===== config.mk =====
export PLATFORM = sky130hd
export DESIGN_NAME = hit_edge_detector
export DESIGN_NICKNAME = d
export VERILOG_FILES = /design/src/rtl/hit_pkg.sv /design/src/rtl/hit_edge_classifier.sv /design/src/rtl/hit_edge_detector.sv
export SDC_FILE = /design/constraint.sdc
export NUM_CORES = 1
export LEC_CHECK = 0
export CORE_ASPECT_RATIO = 0.75
export CORE_MARGIN = 2
export CORE_UTILIZATION = 50
export CTS_BUF_LIST = sky130_fd_sc_hd__clkbuf_2
export CTS_CLUSTER_SIZE = 8
export DETAILED_ROUTE_END_ITERATION = 7
export PLACE_DENSITY_LB_ADDON = 0.15
export SYNTH_ARGS = -nofsm -noshare
export SYNTH_HDL_FRONTEND = slang
export SYNTH_HIERARCHICAL = 1
export SYNTH_SLANG_ARGS = --single-unit
export TNS_END_PERCENT = 20

===== constraint.sdc =====
create_clock -name clk -period 4.68 [get_ports clk]
set_input_delay 1.17 -clock clk [delete_from_list [all_inputs] [get_ports clk]]
set_output_delay 1.17 -clock clk [all_outputs]
set_load 0.01 [all_outputs]

===== src/rtl/hit_pkg.sv =====
// Shared definitions for the hit edge detector: edge bit positions,
// FSM state encoding and the edge-code type.
package hit_pkg;

  localparam int EDGE_LEFT   = 3;
  localparam int EDGE_TOP    = 2;
  localparam int EDGE_RIGHT  = 1;
  localparam int EDGE_BOTTOM = 0;

  typedef logic [3:0] edge_code_t;

  typedef enum logic [1:0] {
    IDLE   = 2'd0,
    SCAN   = 2'd1,
    REPORT = 2'd2
  } hit_state_t;

endpackage


===== src/rtl/hit_edge_classifier.sv =====
// Combinational edge classifier: computes the pixel offset inside the smiley
// box and flags which edge band(s) the pixel lies in. Offsets are signed so
// pixels left of / above the box count as left / top edge hits.
module hit_edge_classifier
  import hit_pkg::*;
#(
  parameter int OBJECT_WIDTH  = 32,
  parameter int OBJECT_HEIGHT = 32,
  parameter int EDGE_MARGIN   = 4
) (
  input  logic        [10:0] pixel_x_i,
  input  logic        [10:0] pixel_y_i,
  input  logic signed [10:0] top_left_x_i,
  input  logic signed [10:0] top_left_y_i,
  output edge_code_t         edge_bits_o
);

  localparam logic signed [11:0] MARGIN_S  = 12'(EDGE_MARGIN);
  localparam logic signed [11:0] RIGHT_LIM = 12'(OBJECT_WIDTH - EDGE_MARGIN);
  localparam logic signed [11:0] BOT_LIM   = 12'(OBJECT_HEIGHT - EDGE_MARGIN);

  logic signed [11:0] off_x_s;
  logic signed [11:0] off_y_s;

  // Pixel coordinates are zero-extended, top-left coordinates sign-extended.
  assign off_x_s = $signed({1'b0, pixel_x_i}) - $signed({top_left_x_i[10], top_left_x_i});
  assign off_y_s = $signed({1'b0, pixel_y_i}) - $signed({top_left_y_i[10], top_left_y_i});

  // Classify the offset into the four edge bands; corners set two bits.
  always_comb begin
    edge_bits_o              = 4'b0000;
    edge_bits_o[EDGE_LEFT]   = (off_x_s <  MARGIN_S);
    edge_bits_o[EDGE_TOP]    = (off_y_s <  MARGIN_S);
    edge_bits_o[EDGE_RIGHT]  = (off_x_s >= RIGHT_LIM);
    edge_bits_o[EDGE_BOTTOM] = (off_y_s >= BOT_LIM);
  end

endmodule


===== src/rtl/hit_edge_detector.sv =====
// Per-frame collision collector feeding the smiley mover. Overlapping
// smiley/obstacle pixels are classified by edge, OR-ed over a frame and
// reported as a one-cycle collision pulse right after startOfFrame.
// Optional build macro: HIT_PIXEL_THRESHOLD_EN (require MIN_HIT_PIXELS
// overlapping pixels in a frame before a collision is reported).
module hit_edge_detector
  import hit_pkg::*;
#(
  parameter int OBJECT_WIDTH   = 32,
  parameter int OBJECT_HEIGHT  = 32,
  parameter int EDGE_MARGIN    = 4,
  parameter int MIN_HIT_PIXELS = 8
) (
  input  logic               clk,
  input  logic               resetN,
  input  logic               startOfFrame,
  input  logic        [10:0] pixelX,
  input  logic        [10:0] pixelY,
  input  logic signed [10:0] topLeftX,
  input  logic signed [10:0] topLeftY,
  input  logic               smileyDR,
  input  logic               obstacleDR,
  output logic               collision,
  output edge_code_t         HitEdgeCode
);

  // Stage 1
  logic       overlap_s;
  edge_code_t edge_s;
  logic       overlap_q;
  edge_code_t edge_q;

  // Stage 2 accumulators and FSM
  hit_state_t state_q,    state_d;
  edge_code_t acc_edge_q, acc_edge_d;
  logic       acc_hit_q,  acc_hit_d;
  logic       collision_q, collision_d;
  edge_code_t code_q,     code_d;
  logic       qualify_s;

  assign overlap_s = smileyDR & obstacleDR;

  hit_edge_classifier #(
    .OBJECT_WIDTH (OBJECT_WIDTH),
    .OBJECT_HEIGHT(OBJECT_HEIGHT),
    .EDGE_MARGIN  (EDGE_MARGIN)
  ) u_classifier (
    .pixel_x_i   (pixelX),
    .pixel_y_i   (pixelY),
    .top_left_x_i(topLeftX),
    .top_left_y_i(topLeftY),
    .edge_bits_o (edge_s)
  );

  // Stage 1 register: overlap flag and edge bits, edge bits only kept on overlap.
  always_ff @(posedge clk or negedge resetN) begin
    if (!resetN) begin
      overlap_q <= 1'b0;
      edge_q    <= 4'b0000;
    end else begin
      overlap_q <= overlap_s;
      edge_q    <= overlap_s ? edge_s : 4'b0000;
    end
  end

`ifdef HIT_PIXEL_THRESHOLD_EN
  logic [15:0] hit_cnt_q, hit_cnt_d;
  logic [15:0] hit_cnt_inc_s;

  assign hit_cnt_inc_s = (hit_cnt_q == 16'hFFFF) ? hit_cnt_q : (hit_cnt_q + 16'd1);

  // Overlap pixel counter: restarts on frame start, saturates, idles at zero.
  always_comb begin
    hit_cnt_d = hit_cnt_q;
    if (startOfFrame) begin
      hit_cnt_d = {15'd0, overlap_q};
    end else if ((state_q == SCAN) || (state_q == REPORT)) begin
      hit_cnt_d = overlap_q ? hit_cnt_inc_s : hit_cnt_q;
    end else begin
      hit_cnt_d = 16'd0;
    end
  end

  // Overlap pixel counter register.
  always_ff @(posedge clk or negedge resetN) begin
    if (!resetN) begin
      hit_cnt_q <= 16'd0;
    end else begin
      hit_cnt_q <= hit_cnt_d;
    end
  end

  assign qualify_s = acc_hit_q & (hit_cnt_q >= 16'(MIN_HIT_PIXELS));
`else
  // Any overlapping pixel qualifies; the threshold parameter has no effect.
  assign qualify_s = acc_hit_q & (MIN_HIT_PIXELS >= 0);
`endif

  // Accumulators: restart on frame start (absorbing the in-flight stage-1
  // pixel), accumulate while scanning, held clear while idle.
  always_comb begin
    acc_edge_d = acc_edge_q;
    acc_hit_d  = acc_hit_q;
    if (startOfFrame) begin
      acc_edge_d = edge_q;
      acc_hit_d  = overlap_q;
    end else if ((state_q == SCAN) || (state_q == REPORT)) begin
      acc_edge_d = acc_edge_q | edge_q;
      acc_hit_d  = acc_hit_q | overlap_q;
    end else begin
      acc_edge_d = 4'b0000;
      acc_hit_d  = 1'b0;
    end
  end

  // FSM next state and output latch; a report is made only when a frame
  // boundary is seen while scanning.
  always_comb begin
    state_d     = state_q;
    collision_d = 1'b0;
    code_d      = code_q;
    case (state_q)
      IDLE: begin
        if (startOfFrame) begin
          state_d = SCAN;
        end else begin
          state_d = IDLE;
        end
      end
      SCAN: begin
        if (startOfFrame) begin
          state_d     = REPORT;
          collision_d = qualify_s;
          code_d      = qualify_s ? acc_edge_q : 4'b0000;
        end else begin
          state_d = SCAN;
        end
      end
      REPORT: begin
        state_d = SCAN;
      end
      default: begin
        state_d = IDLE;
        code_d  = 4'b0000;
      end
    endcase
  end

  // State, accumulator and output registers.
  always_ff @(posedge clk or negedge resetN) begin
    if (!resetN) begin
      state_q     <= IDLE;
      acc_edge_q  <= 4'b0000;
      acc_hit_q   <= 1'b0;
      collision_q <= 1'b0;
      code_q      <= 4'b0000;
    end else begin
      state_q     <= state_d;
      acc_edge_q  <= acc_edge_d;
      acc_hit_q   <= acc_hit_d;
      collision_q <= collision_d;
      code_q      <= code_d;
    end
  end

  assign collision   = collision_q;
  assign HitEdgeCode = code_q;

endmodule


* Yosys cells after proc, flatten, opt, wreduce, memory -nomap -nowiden
Index checks and enable logic that the tools add are counted.
** Storage, ports and cells
- Register bits :: 17
- Logic and storage cells :: 37
** Cells by class
- Bitwise operators :: 4
- Muxes and demuxes :: 13
- Eq/ne operators :: 3
- $add $sub $neg :: 2
- $lt $le $gt $ge :: 4
- Reductions and logical operators :: 4
** Operators with widths (count)
- $ge A12 B6 Y1 const B :: 2
- $lt A12 B4 Y1 const B :: 2
- $sub A12 B11 Y12 :: 2
- $mux W4 :: 5
- $pmux W4 S2 :: 1
- $pmux W2 S3 :: 1
- $mux W1 :: 5
- $or A4 B4 Y4 :: 1
- $eq A2 B1 Y1 const B :: 1
- $eq A2 B2 Y1 const B :: 1
- $logic_not A2 Y1 :: 1
- $mux W2 :: 1
- $ne A2 B2 Y1 const B :: 1
- $reduce_and A2 Y1 :: 1
- $reduce_or A2 Y1 :: 1
- $and A1 B1 Y1 :: 1
- $logic_or A1 B1 Y1 :: 1
- $not A1 Y1 :: 1
- $or A1 B1 Y1 :: 1

* Depth between registers and ports, before layout
- Depth in word-level cells :: 4
- Mapped depth :: 11
- Depth with buffers taken out :: 11

* Modules after synthesis
Netlist, hierarchy kept.
** Modules (own cells, without submodules)
- hit_edge_classifier :: area an instance 1241.2 µm², cells an instance 172, instances 1
- hit_edge_detector :: area an instance 705.7 µm², cells an instance 56, instances 1

* Least setup slack after synthesis
Ideal clock, no wire load.
- Path type :: in2reg
- Start :: input pixelX[0]
- End :: register edge_q[1]
- Cell stages on the path :: 11
- Path slack :: 1.426 ns
- Arrival :: 3.134 ns
- Library setup time :: 0.120 ns
- Cell sequence :: inv_1 > ha_1 > fa_1 > nand2b_1 > o2bb2ai_1 > nand2b_1 > nand2_1 > o2111ai_1 > a2bb2oi_1 > o41a_1 > and3_1
** Between the ends
- Cells in the longest elaborated chain, start to end :: 3
** Ends and longest elaborated chain
- start, declared :: RTL line hit_edge_detector.sv:17 : input logic [10:0] pixelX,
- $sub A12 B11 Y12 :: RTL line hit_edge_classifier.sv:26 : assign off_x_s = $signed({1'b0, pixel_x_i}) - $signed({top_left_x_i[10], top_left_x_i});
- $ge A12 B6 Y1 :: RTL line hit_edge_classifier.sv:34 : edge_bits_o[EDGE_RIGHT] = (off_x_s >= RIGHT_LIM);
- named net edge_s[1] :: RTL line hit_edge_detector.sv:29 : edge_code_t edge_s;
- $mux W4 :: RTL line hit_edge_detector.sv:62 : edge_q <= overlap_s ? edge_s : 4'b0000;
- end signal, assigned :: RTL line hit_edge_detector.sv:62
- end, declared :: RTL line hit_edge_detector.sv:31 : edge_code_t edge_q;
The timed path passes the listed nets, and every way through them passes these cells.
A chain may end at the register's enable or synchronous reset.

* Worst setup path after layout
Ends and elaborated chain as after synthesis.

==> flow_summary.json <==
{
  "netlist.area_leader.share_pct": 21.9,
  "yosysWarningCount": 6,
  "setup-tns-final_ns": 0,
  "drt_wl_total_um": 3720,
  "clkTransAtPathRegs_ns": 0.14,
  "htree_levels": 1,
  "p_leak_nw": 1.24,
  "hold_start": "edge_q[1]$_DFF_PN0_",
  "grt_overflow": 0,
  "cts_root_buf": "clkbuf_2",
  "worst_slew_pin_slew_ns": 0.715,
  "rsz0062_at_grt": "false",
  "ys_ff_latch": 17,
  "critPathCaptureType": "register",
  "numPortBuffers": 53,
  "holdWs_ns": 0.478,
  "nNetsFinal": 363,
  "cts_buffers": 3,
  "dp_slack_ns": 0.849,
  "post_cts_buffers": 0,
  "worst_slack_ns": 1.15,
  "die_h_um": 58.0,
  "wl_per_cell_um": 11.1,
  "synth_nets": 306,
  "synth_flop_cell": "dfrtp_1",
  "regToRegSetupSlack_ns": 3.08,
  "slew_headroom_pct": 52.2,
  "ctsResizeCount": 0,
  "path_class": "input pin to register",
  "dr.pass1.iters": 4,
  "viasPerCell": 5.15,
  "ant_nets": 0,
  "hold_viol": 0,
  "grt_pass1_wl_um": 6560,
  "setup_viol": 0,
  "clock_path_buffers": 2,
  "layout_common_cells": "clkdlybuf4s50_1 (53), inv_1 (31), ha_1 (27)",
  "cts_sinks": 17,
  "cts_tree": "done",
  "core_sq_um": 3680,
  "synth.cell_area_sq_um": 1950,
  "crit_required_ns": 4.88,
  "groute.usage.overall_pct": 17.7,
  "syn_avg_cell_area_sq_um": 8.54,
  "antenna_found_initial": 0,
  "vdd_ir_drop_max_uv": 188,
  "yosysSeqAreaShare_pct": 21.9,
  "powerDensity_nw_per_um2": 216,
  "grt_max_degree": 18,
  "reg2reg_from": "state_q[1]$_DFF_PN0_",
  "synth_edf_count": 0,
  "grt_pass1_vias": 1539,
  "clk_latency_ns": 0.29,
  "fp.dieW_um": 76.1,
  "outcome": "finished clean",
  "dp_hpwl_um": 3170,
  "max_freq_ghz": 0.284,
  "syn_inst": 228,
  "die_area_sq_um": 4410,
  "async_flop_share_pct": 100,
  "period_minus_slack_ns": 3.53,
  "vias": 1731,
  "critPathLaunch": "pixelX[0]",
  "start_util_pct": 52.8,
  "final_common_cell": "clkdlybuf4s50_1",
  "min-delay-path-class": "register to register",
  "drcViolationCount": 0,
  "drive_gt1_share_pct": 7.04,
  "cts_hold_buf": 0,
  "finalCritPeriodShare_pct": 75.4,
  "cap_violations": 0,
  "utilization_pct": 69.4,
  "core.rowCount": 19,
  "synthTopCellsByArea": "dfrtp_1 (22%), ha_1 (17%), inv_1 (6.0%), nor2_1 (4.4%), a21oi_1 (3.9%)",
  "area_delta_synth_final_pct": 31.4,
  "crit_arrival_ns": 3.72,
  "gp_congestion": 0.787,
  "start_kind": "input pin",
  "maxSlewViolCount": 0,
  "drt_iter0_drc": 64,
  "yosysTopAreaCell": "dfrtp_1",
  "synth_cell_type_count": 57,
  "fin_worst_skew_ns": 0.00187,
  "critPathMaxFanout": 3,
  "io_pins": 54,
  "antenna_cells": 0
}
==> cell families after synthesis <==
family          count (synthesis)  synth area share (%)
simple gates                   81                  23.1
compound gates                 53                  20.8
buf+inv                        32                  6.23
fa+ha+maj                      29                  19.4
flops                          17                  21.9
xor+xnor                        9                  4.05
mux                             7                  4.63
==> flip-flops by register name, summed over array words and instances (netlist names) <==
| signal | flops |
|---|---|
| collision | 1 |
| acc_edge_q | 4 |
| state_q | 2 |
| overlap_q | 1 |
| acc_hit_q | 1 |
| edge_q | 4 |
| HitEdgeCode | 4 |
==> layer usage <==
layer	vias up	track usage, %	wire [um]	part of all wire (%)
met4	0	2.34	17	0.46
met3	3	2.65	161	4.3
met1	756	26.3	1940	52
li1	924	-	-	-
met5	-	0	0	0
met2	48	28.3	1600	43
==> cell usage after synthesis, types with 2 or more instances <==
library cell / count
inv_1: 31
ha_1: 27
nor2_1: 23
dfrtp_1: 17
a21oi_1: 15
nand2_1: 12
and3_1: 11
o21ai_0: 6
xnor2_1: 6
nor2b_1: 5
mux2_4: 4
nand2b_1: 4
nor3_1: 4
nor3b_1: 4
mux2i_1: 3
o2111ai_1: 3
o21a_1: 3
or3_1: 3
xor2_1: 3
a21o_1: 2
a2bb2oi_1: 2
a32oi_1: 2
fa_1: 2
nand3_1: 2
or2b_1: 2
==> per-stage QoR <==
step	area, sq um	instances	power [mW]
after floorplan	1950	228	0.396
after global placement	2540	332	0.482
after detailed placement	2540	332	0.490
after CTS	2560	336	0.557
after global routing	2560	336	0.605
final	2560	336	0.553
==> layout make-up <==
type	instances	area, sq um
multi-input cells	179	1400
fillers	330	1130
repair buffers	53	531
flip-flops and latches	17	425
inverters	31	116
well taps	52	65.1
clock buffers	4	20.0
==> worst max-delay path, stage by stage <==
cell             delay (ns)
clkdlybuf4s50_1        0.45
inv_1                  0.04
ha_1                   0.24
fa_1                   0.41
nand2b_1               0.16
o2bb2ai_1              0.16
nand2b_1               0.17
nand2_1                0.06
o2111ai_1              0.11
a2bb2oi_1              0.16
o41a_1                 0.41
and3_1                 0.18
==> power breakdown <==
part / switching, mW / total, mW / internal (mW) / leakage, nW
Combinational: 0.146 / 0.304 / 0.158 / 0.992
Sequential: 0.0165 / 0.185 / 0.169 / 0.228
Clock: 0.0417 / 0.0643 / 0.0226 / 0.0166
Total: 0.205 / 0.553 / 0.349 / 1.24
==> final timing paths <==
path,end,cells after the start
max in group asynchronous,edge_q[0]$_DFF_PN0_,1
setup reg to reg,HitEdgeCode[0]$_DFFE_PN0P_,5
hold reg to reg,acc_edge_q[1]$_DFF_PN0_,2
setup / recovery,edge_q[1]$_DFF_PN0_,12
hold / removal,acc_edge_q[1]$_DFF_PN0_,2
min in group asynchronous,HitEdgeCode[0]$_DFFE_PN0P_,1
Power figures use the tool's default switching activity.
